$ cat config.mk
export PLATFORM = sky130hd
export DESIGN_NAME = countdown_timer_ctrl
export DESIGN_NICKNAME = d
export VERILOG_FILES = /design/src/rtl/countdown_timer_ctrl.sv
export SDC_FILE = /design/constraint.sdc
export NUM_CORES = 1
export LEC_CHECK = 0
export ABC_AREA = 1
export ABC_CLOCK_PERIOD_IN_PS = 1790
export BUFFER_PORTS_ARGS = -buffer_cell sky130_fd_sc_hd__buf_2
export CAP_MARGIN = 0
export CORE_MARGIN = 5
export CORE_UTILIZATION = 36
export CTS_CLUSTER_DIAMETER = 120
export DETAILED_ROUTE_END_ITERATION = 8
export GPL_TIMING_DRIVEN = 0
export SYNTH_ARGS = -nofsm -noshare
export SYNTH_HDL_FRONTEND = slang
export SYNTH_SLANG_ARGS = --single-unit
$ cat constraint.sdc
create_clock -name clk -period 1.79 [get_ports clk]
set_clock_uncertainty 0.15 [all_clocks]
set_input_delay 0.0895 -clock clk [delete_from_list [all_inputs] [get_ports clk]]
set_output_delay 0.0895 -clock clk [all_outputs]
set_load 0.02 [all_outputs]
$ cat src/rtl/countdown_timer_ctrl.sv
// countdown_timer_ctrl
//   BCD MM:SS countdown timer sequenced by the 1 Hz divider square wave.
//   Start/stop/clear/load control, with an alarm held for ALARM_SECS seconds
//   after expiry.
//
// Ports
//   clk        in   system clock (100 MHz)
//   rst        in   asynchronous, active-high reset
//   sec_clk    in   divider square wave; each rising edge is one second
//   btn_start  in   start/resume pulse (one clk cycle)
//   btn_stop   in   pause pulse
//   btn_clear  in   clear pulse
//   load_en    in   load preset pulse
//   load_bcd   in   preset {min_tens, min_ones, sec_tens, sec_ones}
//   digits     out  current time, same packing as load_bcd
//   state      out  0=IDLE 1=RUN 2=PAUSE 3=DONE
//   alarm      out  high during the alarm window
//   done_pulse out  one-cycle pulse on entry to DONE
module countdown_timer_ctrl #(
  parameter int unsigned ALARM_SECS = 10
) (
  input  logic        clk,
  input  logic        rst,
  input  logic        sec_clk,
  input  logic        btn_start,
  input  logic        btn_stop,
  input  logic        btn_clear,
  input  logic        load_en,
  input  logic [15:0] load_bcd,
  output logic [15:0] digits,
  output logic [1:0]  state,
  output logic        alarm,
  output logic        done_pulse
);

  localparam logic [1:0] ST_IDLE  = 2'd0;
  localparam logic [1:0] ST_RUN   = 2'd1;
  localparam logic [1:0] ST_PAUSE = 2'd2;
  localparam logic [1:0] ST_DONE  = 2'd3;

  localparam logic [3:0] ALARM_INIT = 4'(ALARM_SECS);

  logic        r_sec_d;
  logic [15:0] r_digits;
  logic [1:0]  r_state;
  logic        r_alarm;
  logic [3:0]  r_alarm_cnt;
  logic        r_done_pulse;

  logic        w_tick;
  logic [15:0] w_dec;
  logic        w_dec_zero;
  logic        w_load_ok;
  logic        w_cmd_load;
  logic        w_cmd_stop;
  logic        w_cmd_start;
  logic [3:0]  w_cnt_dec;

  logic [15:0] w_nxt_digits;
  logic [1:0]  w_nxt_state;
  logic        w_nxt_alarm;
  logic [3:0]  w_nxt_alarm_cnt;
  logic        w_nxt_done_pulse;

  assign w_tick    = sec_clk & ~r_sec_d;
  assign w_cnt_dec = r_alarm_cnt - 4'd1;

  assign w_load_ok = (load_bcd[3:0]   <= 4'd9) && (load_bcd[7:4]   <= 4'd5) &&
                     (load_bcd[11:8]  <= 4'd9) && (load_bcd[15:12] <= 4'd9);

  // An invalid preset is not an applicable command, so it does not mask
  // stop/start/tick in the same cycle.
  assign w_cmd_load  = load_en && (r_state != ST_RUN) && w_load_ok;
  assign w_cmd_stop  = btn_stop && (r_state == ST_RUN);
  assign w_cmd_start = btn_start &&
                       (((r_state == ST_IDLE) && (r_digits != '0)) ||
                        (r_state == ST_PAUSE));

  // BCD borrow chain: sec_ones -> sec_tens (mod 6) -> min_ones -> min_tens.
  // RUN never holds 00:00, so min_tens is non-zero whenever it is reached.
  always_comb begin
    w_dec = r_digits;
    if (r_digits[3:0] != 4'd0) begin
      w_dec[3:0] = r_digits[3:0] - 4'd1;
    end else begin
      w_dec[3:0] = 4'd9;
      if (r_digits[7:4] != 4'd0) begin
        w_dec[7:4] = r_digits[7:4] - 4'd1;
      end else begin
        w_dec[7:4] = 4'd5;
        if (r_digits[11:8] != 4'd0) begin
          w_dec[11:8] = r_digits[11:8] - 4'd1;
        end else begin
          w_dec[11:8]  = 4'd9;
          w_dec[15:12] = r_digits[15:12] - 4'd1;
        end
      end
    end
  end

  assign w_dec_zero = (w_dec == '0);

  always_comb begin
    w_nxt_digits     = r_digits;
    w_nxt_state      = r_state;
    w_nxt_alarm      = r_alarm;
    w_nxt_alarm_cnt  = r_alarm_cnt;
    w_nxt_done_pulse = 1'b0;

    if (btn_clear) begin
      w_nxt_state     = ST_IDLE;
      w_nxt_digits    = '0;
      w_nxt_alarm     = 1'b0;
      w_nxt_alarm_cnt = '0;
    end else if (w_cmd_load) begin
      w_nxt_state     = ST_IDLE;
      w_nxt_digits    = load_bcd;
      w_nxt_alarm     = 1'b0;
      w_nxt_alarm_cnt = '0;
    end else if (w_cmd_stop) begin
      w_nxt_state = ST_PAUSE;
    end else if (w_cmd_start) begin
      w_nxt_state = ST_RUN;
    end else if (w_tick) begin
      if (r_state == ST_RUN) begin
        w_nxt_digits = w_dec;
        if (w_dec_zero) begin
          w_nxt_state      = ST_DONE;
          w_nxt_alarm      = 1'b1;
          w_nxt_alarm_cnt  = ALARM_INIT;
          w_nxt_done_pulse = 1'b1;
        end
      end else if ((r_state == ST_DONE) && r_alarm) begin
        w_nxt_alarm_cnt = w_cnt_dec;
        if (w_cnt_dec == 4'd0) begin
          w_nxt_alarm = 1'b0;
        end
      end
    end
  end

  always_ff @(posedge clk or posedge rst) begin
    if (rst) begin
      r_sec_d      <= 1'b0;
      r_digits     <= '0;
      r_state      <= ST_IDLE;
      r_alarm      <= 1'b0;
      r_alarm_cnt  <= '0;
      r_done_pulse <= 1'b0;
    end else begin
      r_sec_d      <= sec_clk;
      r_digits     <= w_nxt_digits;
      r_state      <= w_nxt_state;
      r_alarm      <= w_nxt_alarm;
      r_alarm_cnt  <= w_nxt_alarm_cnt;
      r_done_pulse <= w_nxt_done_pulse;
    end
  end

  assign digits     = r_digits;
  assign state      = r_state;
  assign alarm      = r_alarm;
  assign done_pulse = r_done_pulse;

endmodule

After elaboration in Yosys (flattened, before gate mapping)
Cells that the tools add are included.
Widths: inputs -> output; s select.
{"block": "totals", "register_bits": 25, "in_bits": 23, "output_inout_bits": 20, "wordCells": 95}
{"block": "classes", "add_sub_neg": 5, "n_lt_le_gt_ge": 4, "n_eq_ne": 7, "mux": 43, "n_bitwise": 2, "n_reduce_logical": 28}
{"cell": "$mux 16", "n": 6}
{"cell": "$mux 4", "n": 12}
{"cell": "$reduce_bool 4->1", "n": 5}
{"cell": "$sub 4x1->4 const B", "n": 5}
{"cell": "$logic_not 16->1", "n": 1}
{"cell": "$mux 1", "n": 16}
{"cell": "$reduce_bool 16->1", "n": 1}
{"cell": "$reduce_bool 5->1", "n": 3}
{"cell": "$mux 2", "n": 7}
{"cell": "$le 4x4->1 const B", "n": 3}
{"cell": "$mux 12", "n": 1}
{"cell": "$logic_and 1x1->1", "n": 9}
{"cell": "$mux 8", "n": 1}
{"cell": "$ne 3x3->1 const B", "n": 2}
{"cell": "$reduce_and 6->1", "n": 1}
{"cell": "$reduce_bool 3->1", "n": 2}
{"cell": "$reduce_and 5->1", "n": 1}
{"cell": "$eq 2x2->1 const B", "n": 2}
{"cell": "$le 4x3->1 const B", "n": 1}
{"cell": "$logic_not 4->1", "n": 1}
{"cell": "$ne 4x4->1 const B", "n": 1}
{"cell": "$reduce_and 4->1", "n": 1}
{"cell": "$reduce_and 3->1", "n": 1}
{"cell": "$eq 2x1->1 const B", "n": 1}
{"cell": "5 further kinds", "n": 5}

Longest topological paths before layout
Gate-level depths: netlist of the first run.
{"block": "depth", "depth_word": 12, "mapped_depth": 14, "ltp_nobuf": 14}

Least setup slack after synthesis of the first run
No wires, ideal clock.
{"block": "synth_path", "path_type": "register to register", "from": "register r_digits[1], in the netlist digits[1]", "to": "register r_alarm_cnt[3]", "setup_ns": 0.123, "arrival_ns": 1.605, "setup_slack_ns": -0.088, "stages_incl_launch_ff": 12, "synth_period_minus_slack_ns": 1.878, "path_cell_list": "dfrtp_1 -> nor2_4 -> nand2_4 -> or2_1 -> nand2_2 -> nand3_2 -> nor2_4 -> nand2_4 -> nand2_4 -> nand2_4 -> nand2_1 -> o21ai_2"}
{"block": "synth_via", "elab_chain_len": 6, "word_cells_on_any_way": 12}
{"item": "start: declaration", "line_no": "44", "rtl": "logic [15:0] r_digits;"}
{"item": "start signal: assignment", "line_no": "152", "rtl": "r_digits <= w_nxt_digits;"}
{"item": "branches (longest 5 deep; another with $sub 4x1->4)"}
{"item": "$reduce_and 5->1 (no source line) *"}
{"item": "end signal: assignment", "line_no": "155", "rtl": "r_alarm_cnt <= w_nxt_alarm_cnt;"}
{"item": "end: declaration", "line_no": "47", "rtl": "logic [3:0] r_alarm_cnt;"}
Mark *: on every way between the ends.
A chain may end at the register's enable or synchronous reset.

Final worst setup path of the first run
{"block": "layout_path", "from": "register r_digits[0], in the netlist digits[0]", "to": "register r_alarm_cnt[1]"}
The elaborated chain is that of the path after synthesis.

==> results of run 1 <==
==> cell families (layout without fill, tap and decap cells) <==
logic type                 after synthesis  after routing  share of synthesized area, %
xor gates and xnor gates                 2              2                          1.01
buffers and inverters                   34            123                          7.40
AOI/OAI and AO/OA                       47             47                          16.2
DFF                                     25             25                          35.9
adders and majority gates                4              4                          2.87
and+or+nand+nor                        121            121                          36.6
==> metrics by stage <==
stage                     power (µW)  std cells  area, µm²  setup TNS [ns]  worst slack [ns]
after CTS                       3900        382       2470          -0.732            -0.108
after floorplan                 2700        233       1760          -0.110           -0.0317
after global placement          3200        342       2050           -4.30            -0.281
after detailed placement        3210        342       2050           -4.16            -0.276
final                           4270        389       2660          -0.877            -0.132
after global routing            4640        389       2660           -2.73            -0.252
==> path summary, 6_finish.rpt <==
kind,start,slack [ns],depth (start not counted),to
max in group asynchronous,rst,0.38,3,digits[6]
min reg2reg,alarm,0.36,2,alarm
max reg2reg,digits[0],-0.13,14,r_alarm_cnt[1]
max,digits[0],-0.13,14,r_alarm_cnt[1]
min,btn_start,-0.0002,4,state[1]
min in group asynchronous,rst,0.43,3,digits[15]
==> synthesized netlist by cell type (all sizes together) <==
library cell	instances
nor4	1
clkbuf	2
dfrtp	25
ha	4
a21oi	3
buf	1
nand4	3
inv	31
nand3	21
o21ai	27
o22ai	9
nor3	5
o21a	2
xnor2	1
or2	2
a31oi	1
xor2	1
nor2	25
o211ai	3
o2111ai	1
o311ai	1
nand2	64
==> critical path, cell delays in order (launching register included) <==
cell and delay, ns:
dfrtp_2 0.45, nor2_4 0.15, buf_4 0.12, buf_4 0.10, nand3_1 0.06, nand2_1 0.06
nand2_1 0.06, inv_2 0.07, nand3_2 0.10, nor2_4 0.11, nand2_4 0.08, nand2_4 0.10
nand2_8 0.09, nand2_2 0.08, o21ai_2 0.04
==> metal layers <==
layer	routed length, µm	up-vias	GRT usage (%)	share of wire (%)
met4	64	0	4.98	1.2
met5	0	-	0	0
met1	2290	923	22.4	42
li1	-	953	-	-
met3	437	8	3.72	8.0
met2	2660	68	29.5	49
==> sequential cells by signal (all words and copies together), names as in the netlist <==
signal and count:
done_pulse 1, alarm 1, r_alarm_cnt 4, state 2, r_sec_d 1, digits 16
==> layout make-up <==
cell class                      instances  area [µm²]  share of cell area, %
Clock inverter                          1        5.00                  0.189
Inverter                               31         124                   4.67
Clock buffer                            3        41.3                   1.56
Timing Repair Buffer                   85         581                   21.9
Sequential cell                        25         637                   24.0
Buffer                                  3        30.0                   1.13
Tap cell                               67        83.8                   3.16
Multi-Input combinational cell        174        1150                   43.4
==> timing repair <==
action | in CTS | in global routing
hold buffers | 18 | 1
resized for setup | 18 | 42
setup buffers | 18 | 6
endpoints found under the hold margin | 41 | 1
setup endpoints to repair | 23 | 23
pin swaps | 10 | 8
==> power breakdown <==
part	internal (µW)	switching [µW]
sequential	783	229
combinational	1150	1730
clock	157	212
==> flow_metrics.tcl, run 1 <==
set metrics [dict create \
    coreArea_um2 4720 \
    n_antenna_cell 0 \
    power_density_nw_per_um2 1610 \
    cts_root_buf "clkbuf_8" \
    wl_um 5450 \
    num_vias 1952 \
    setup_viol 11 \
    ir_worst_vdd_uv 759 \
    clk_path_buf_depth 2 \
    fmax_mhz 520 \
    die_h_um 79.6 \
    status "complete, but fails checks" \
    cts_tree "built" \
    grt_pass1_wl_um 8800 \
    avgSynthCellArea_um2 7.47 \
    grt_use_total_pct 17.5 \
    antenna_found_initial 0 \
    final_common_cell "nand2_1" \
    seq_area_frac_synth_pct 35.9 \
    fin_crit_sh_pct 107 \
    wl_per_cell_um 14.0 \
    fin_ws_ns -0.132 \
    yosysWarnings 0 \
    synthDistinctLibCells 31 \
    die_area_um2 6330 \
    synth_top_area_share_pct 35.9 \
    syn_area_um2 1740 \
    drc 0 \
    synthTopCellsByArea "dfrtp_1 36%, nand2_1 11%, o21ai_0 6.0%" \
    clkSinkCount 25 \
    grt_pass1_vias 1902 \
    cp-start-kind "flop" \
    grt_overflow 0 \
    end_kind "flop" \
    leakage_uw 0.00132 \
    viasPerCell 5.02 \
    cts_made_buffers 3 \
    ys_ff_latch 25 \
    crit_arrival_ns 1.95 \
    cp.required_ns 1.82 \
    min_period_ns 1.92 \
    first_pass_iters 4 \
    violations "negative hold slack, negative setup slack" \
    holdWs_ns -0.000224 \
    final_nets 350 \
    fin_util_pct 56.2 \
    synthCells 233 \
    port_buffers 42 \
    detailed_place_hpwl_um 3610 \
    drive_gt1_share_pct 44.4 \
    die_w_um 79.6 \
    drtIter0Drc 115 \
    cts_max_level 1 \
    critPathKind "flop to flop" \
    worst_pin_slew_ns 1.02 \
    synth_top_area_cell "dfrtp_1" \
    ios 43 \
    fillerInstances 461 \
    relSlewSlack_pct 32.2 \
    fp-row-count 25 \
    final_cell_mix "43 x nand2_1, 42 x buf_2, 26 x buf_4" \
    clk_pin_slew_ns 0.10 \
    initial_core_util_pct 36.9 \
    gp_congestion 0.874 \
    hold_viol 1 \
    crit_path_max_fanout 8 \
    rsz0062_at_grt "true" \
    grt_max_degree 26 \
    syn_nets 260 \
    syn_to_final_growth_pct 52.4 \
    slew_violations 0 \
    drv_cap 0 \
    hold_path.class "input port to flop" \
    clkLatencyLatePin_ns 0.28 \
    detail-route-antenna-nets 0 \
]
Note: power is estimated with default switching activity, not from simulation.
==> run 2, diff against run 1 <==
--- a/config.mk
+++ b/config.mk
@@ -5,15 +5,17 @@
 export SDC_FILE = /design/constraint.sdc
 export NUM_CORES = 1
 export LEC_CHECK = 0
-export ABC_AREA = 1
 export ABC_CLOCK_PERIOD_IN_PS = 1790
 export BUFFER_PORTS_ARGS = -buffer_cell sky130_fd_sc_hd__buf_2
 export CAP_MARGIN = 0
+export CELL_PAD_IN_SITES_DETAIL_PLACEMENT = 0
+export CELL_PAD_IN_SITES_GLOBAL_PLACEMENT = 1
 export CORE_MARGIN = 5
-export CORE_UTILIZATION = 36
+export CORE_UTILIZATION = 35
 export CTS_CLUSTER_DIAMETER = 120
 export DETAILED_ROUTE_END_ITERATION = 8
 export GPL_TIMING_DRIVEN = 0
+export PLACE_DENSITY_LB_ADDON = 0.1
 export SYNTH_ARGS = -nofsm -noshare
 export SYNTH_HDL_FRONTEND = slang
 export SYNTH_SLANG_ARGS = --single-unit
==> flow_metrics.tcl, run 2 <==
set metrics [dict create \
    status "complete, but fails checks" \
    violations "negative setup slack" \
    relSlewSlack_pct 34.6 \
    largest_register_ff_count 16 \
    place_area_um2 1890 \
    drtIter0Drc 56 \
    crit_path_max_fanout 3 \
    synth_top_family_by_area "simple AND/OR/NAND/NOR gates" \
    synth_edf_count 0 \
    detailed_place_hpwl_um 3360 \
    cts_made_buffers 3 \
    cts_root_buf "clkbuf_8" \
    die_w_um 77.2 \
    grt_pass1_wl_um 8060 \
    detail-route-antenna-nets 0 \
    internal_power_uw 983 \
    hold_start "btn_start" \
    final_cells 311 \
    slowest_stage "or4_4" \
    grt_pass1_vias 1743 \
    final_common_cell "buf_2" \
    antenna_found_initial 0 \
    fin_tns_setup_ns -5.28 \
    viasPerCell 5.39 \
    grt_overflow 0 \
    slowest_delay_ns 0.56 \
    cp-start-kind "flop" \
    yosysWarnings 0 \
    switchingPower_uw 483 \
    regArea_um2 636 \
    grt_use_total_pct 16.1 \
    cts_max_level 1 \
    ys.flop_type "dfrtp_1" \
    ys_ff_latch 25 \
    port_buffers 41 \
    final_nets 287 \
    rr_startpoint "digits[5]" \
    fp-row-count 24 \
    coreArea_um2 4350 \
    synthXorXnorAreaFrac_pct 3.33 \
    synth_top_area_cell "dfrtp_1" \
    pre_cts_slack_ns -0.479 \
    ir_worst_vdd_uv 252 \
    die_h_um 77.2 \
    worst-r2r-cell-count 5 \
    rsz0062_at_grt "true" \
    power_density_nw_per_um2 570 \
    cp.required_ns 1.78 \
    synth-compound-area-share_pct 20.8 \
    grt_max_degree 26 \
    critPathKind "flop to flop" \
    avgSynthCellArea_um2 9.29 \
    setup_viol 24 \
    synth_mux_area_share_pct 1.98 \
    fin_ws_ns -0.364 \
    crit_arrival_ns 2.14 \
    slew_violations 0 \
    yosys.area_share.simple_pct 26.9 \
    seq_area_frac_synth_pct 39.6 \
    crit_chain "or3_4, or4_4, nor4_4, mux2i_1, a211oi_2" \
    num_vias 1677 \
    fmax_mhz 464 \
    n_antenna_cell 0 \
    min_period_ns 2.15 \
    wl_um 5050 \
    rr_endpoint "digits[9]" \
    worst_pin_slew_ns 0.980 \
    clk_path_buf_depth 2 \
    min_path_cells 3 \
    clk_pin_slew_ns 0.09 \
    first_pass_iters 4 \
    wl_per_cell_um 16.2 \
    power_frac_comb_pct 33.4 \
    drc 0 \
    synth.most_common_cell "nor2_1" \
    holdWs_ns 0.00711 \
    end_kind "flop" \
    min_to "state[0]" \
    p_sw_share_pct 32.9 \
    drive_gt1_share_pct 50.6 \
    place_inst 263 \
    synth_top_area_share_pct 39.6 \
    multiInputGateArea_um2 1100 \
    synthDistinctLibCells 51 \
    syn_to_final_growth_pct 63.0 \
    final_cell_mix "42 x buf_2, 26 x nor2_1, 18 x dlygate4sd3_1" \
    cts_tree "built" \
    seqPwrFrac_pct 43.1 \
    die_area_um2 5950 \
    hold_viol 0 \
    clkSinkCount 25 \
    hold_path.class "input port to flop" \
    final_cell_area_um2 2570 \
    synthAdderAreaFrac_pct 3.17 \
    fin_crit_sh_pct 120 \
    fillerInstances 395 \
    leakage_uw 0.00113 \
    clockPowerShare_pct 23.6 \
    r2r_slack_ns -0.36 \
    syn_nets 197 \
    synthCells 170 \
    drv_cap 0 \
    synthTopCellsByArea "dfrtp_1 40%, nor2_1 6.4%, a211oi_1 4.8%" \
    ys_async_sr_fraction_pct 100 \
    ios 43 \
    initial_core_util_pct 36.3 \
    syn_area_um2 1580 \
    clkLatencyLatePin_ns 0.27 \
    gp_congestion 0.790 \
    synth_commonest_cells "27 x nor2_1, 25 x dfrtp_1, 10 x a211oi_1, 10 x o21ai_0, 9 x inv_1" \
]
[run 2: changes by cell type after synthesis, sizes merged, moves of 4 or more]
cell    change
nand2      -57
inv        -22
nand3      -18
o21ai      -16
a211oi     +12
o22ai       -9
a311oi      +4
nor4        +4
or4         +4
[run 2: area by class of cell]
cell class	instances	share of cell area [%]
buffer	5	1.51
clock buffer	3	1.60
clock inverter	1	0.194
inverter	9	1.31
multi-input combinational	129	42.7
sequential	25	24.7
tap	52	2.53
timing repair buffer	87	25.4
[run 2: how the worst max path moves through the flow]
stage	start	to	slack [ns]	cells after the start
final	digits[5]	digits[9]	-0.36	5
after global routing	digits[5]	digits[9]	-0.43	5
after CTS	state[1]	digits[2]	-0.40	5
after detailed placement	state[1]	r_alarm_cnt[2]	-0.48	4
after global placement	state[1]	r_alarm_cnt[2]	-0.54	4
after floorplan	state[1]	digits[2]	-0.38	5
[run 2: power by group through the flow]
stage	sequential, µW	combinational (µW)	clock, µW
3_5_place_dp	646	325	0
4_1_cts	632	421	358
2_1_floorplan	671	192	0
5_1_grt	637	529	378
3_3_place_gp	644	325	0
6_report	632	489	345
[run 2: per-stage QoR]
stage | power, µW | util [%]
floorplan | 863 | -
global placement | 969 | 43.5
detailed placement | 971 | 43.5
CTS | 1410 | 54.2
global route | 1540 | 59.1
finish | 1470 | 59.1
[run 2: cells by family (layout without fill, tap and decap cells)]
logic type	after synthesis	after routing
muxes	3	3
xor gates and xnor gates	6	6
buffers and inverters	16	105
adders and majority gates	4	4
and+or+nand+nor	71	71
AOI/OAI and AO/OA	45	45
DFF	25	25
[run 2: worst max-delay path, delay by kind of cell (launching register included)]
| kind | cells | cell delay, ns |
|---|---|---|
| DFF | 1 | 0.41 |
| muxes | 1 | 0.24 |
| and+or+nand+nor | 3 | 1.14 |
| AOI/OAI and AO/OA | 1 | 0.09 |
[run 2: what timing repair did]
item | CTS | global route
endpoints found under the setup margin | 24 | 24
resized for setup | 25 | 34
cloned | 0 | 1
pin swaps | 19 | 23
buffers inserted | 17 | 11
hold buffers | 18 | 0
endpoints found under the hold margin | 42 | 0
[run 2: layer usage]
layer	share of wire, %	track usage, %
met2	52	29.0
met5	0	0
met1	44	19.9
met3	2.1	1.99
met4	1.6	4.81
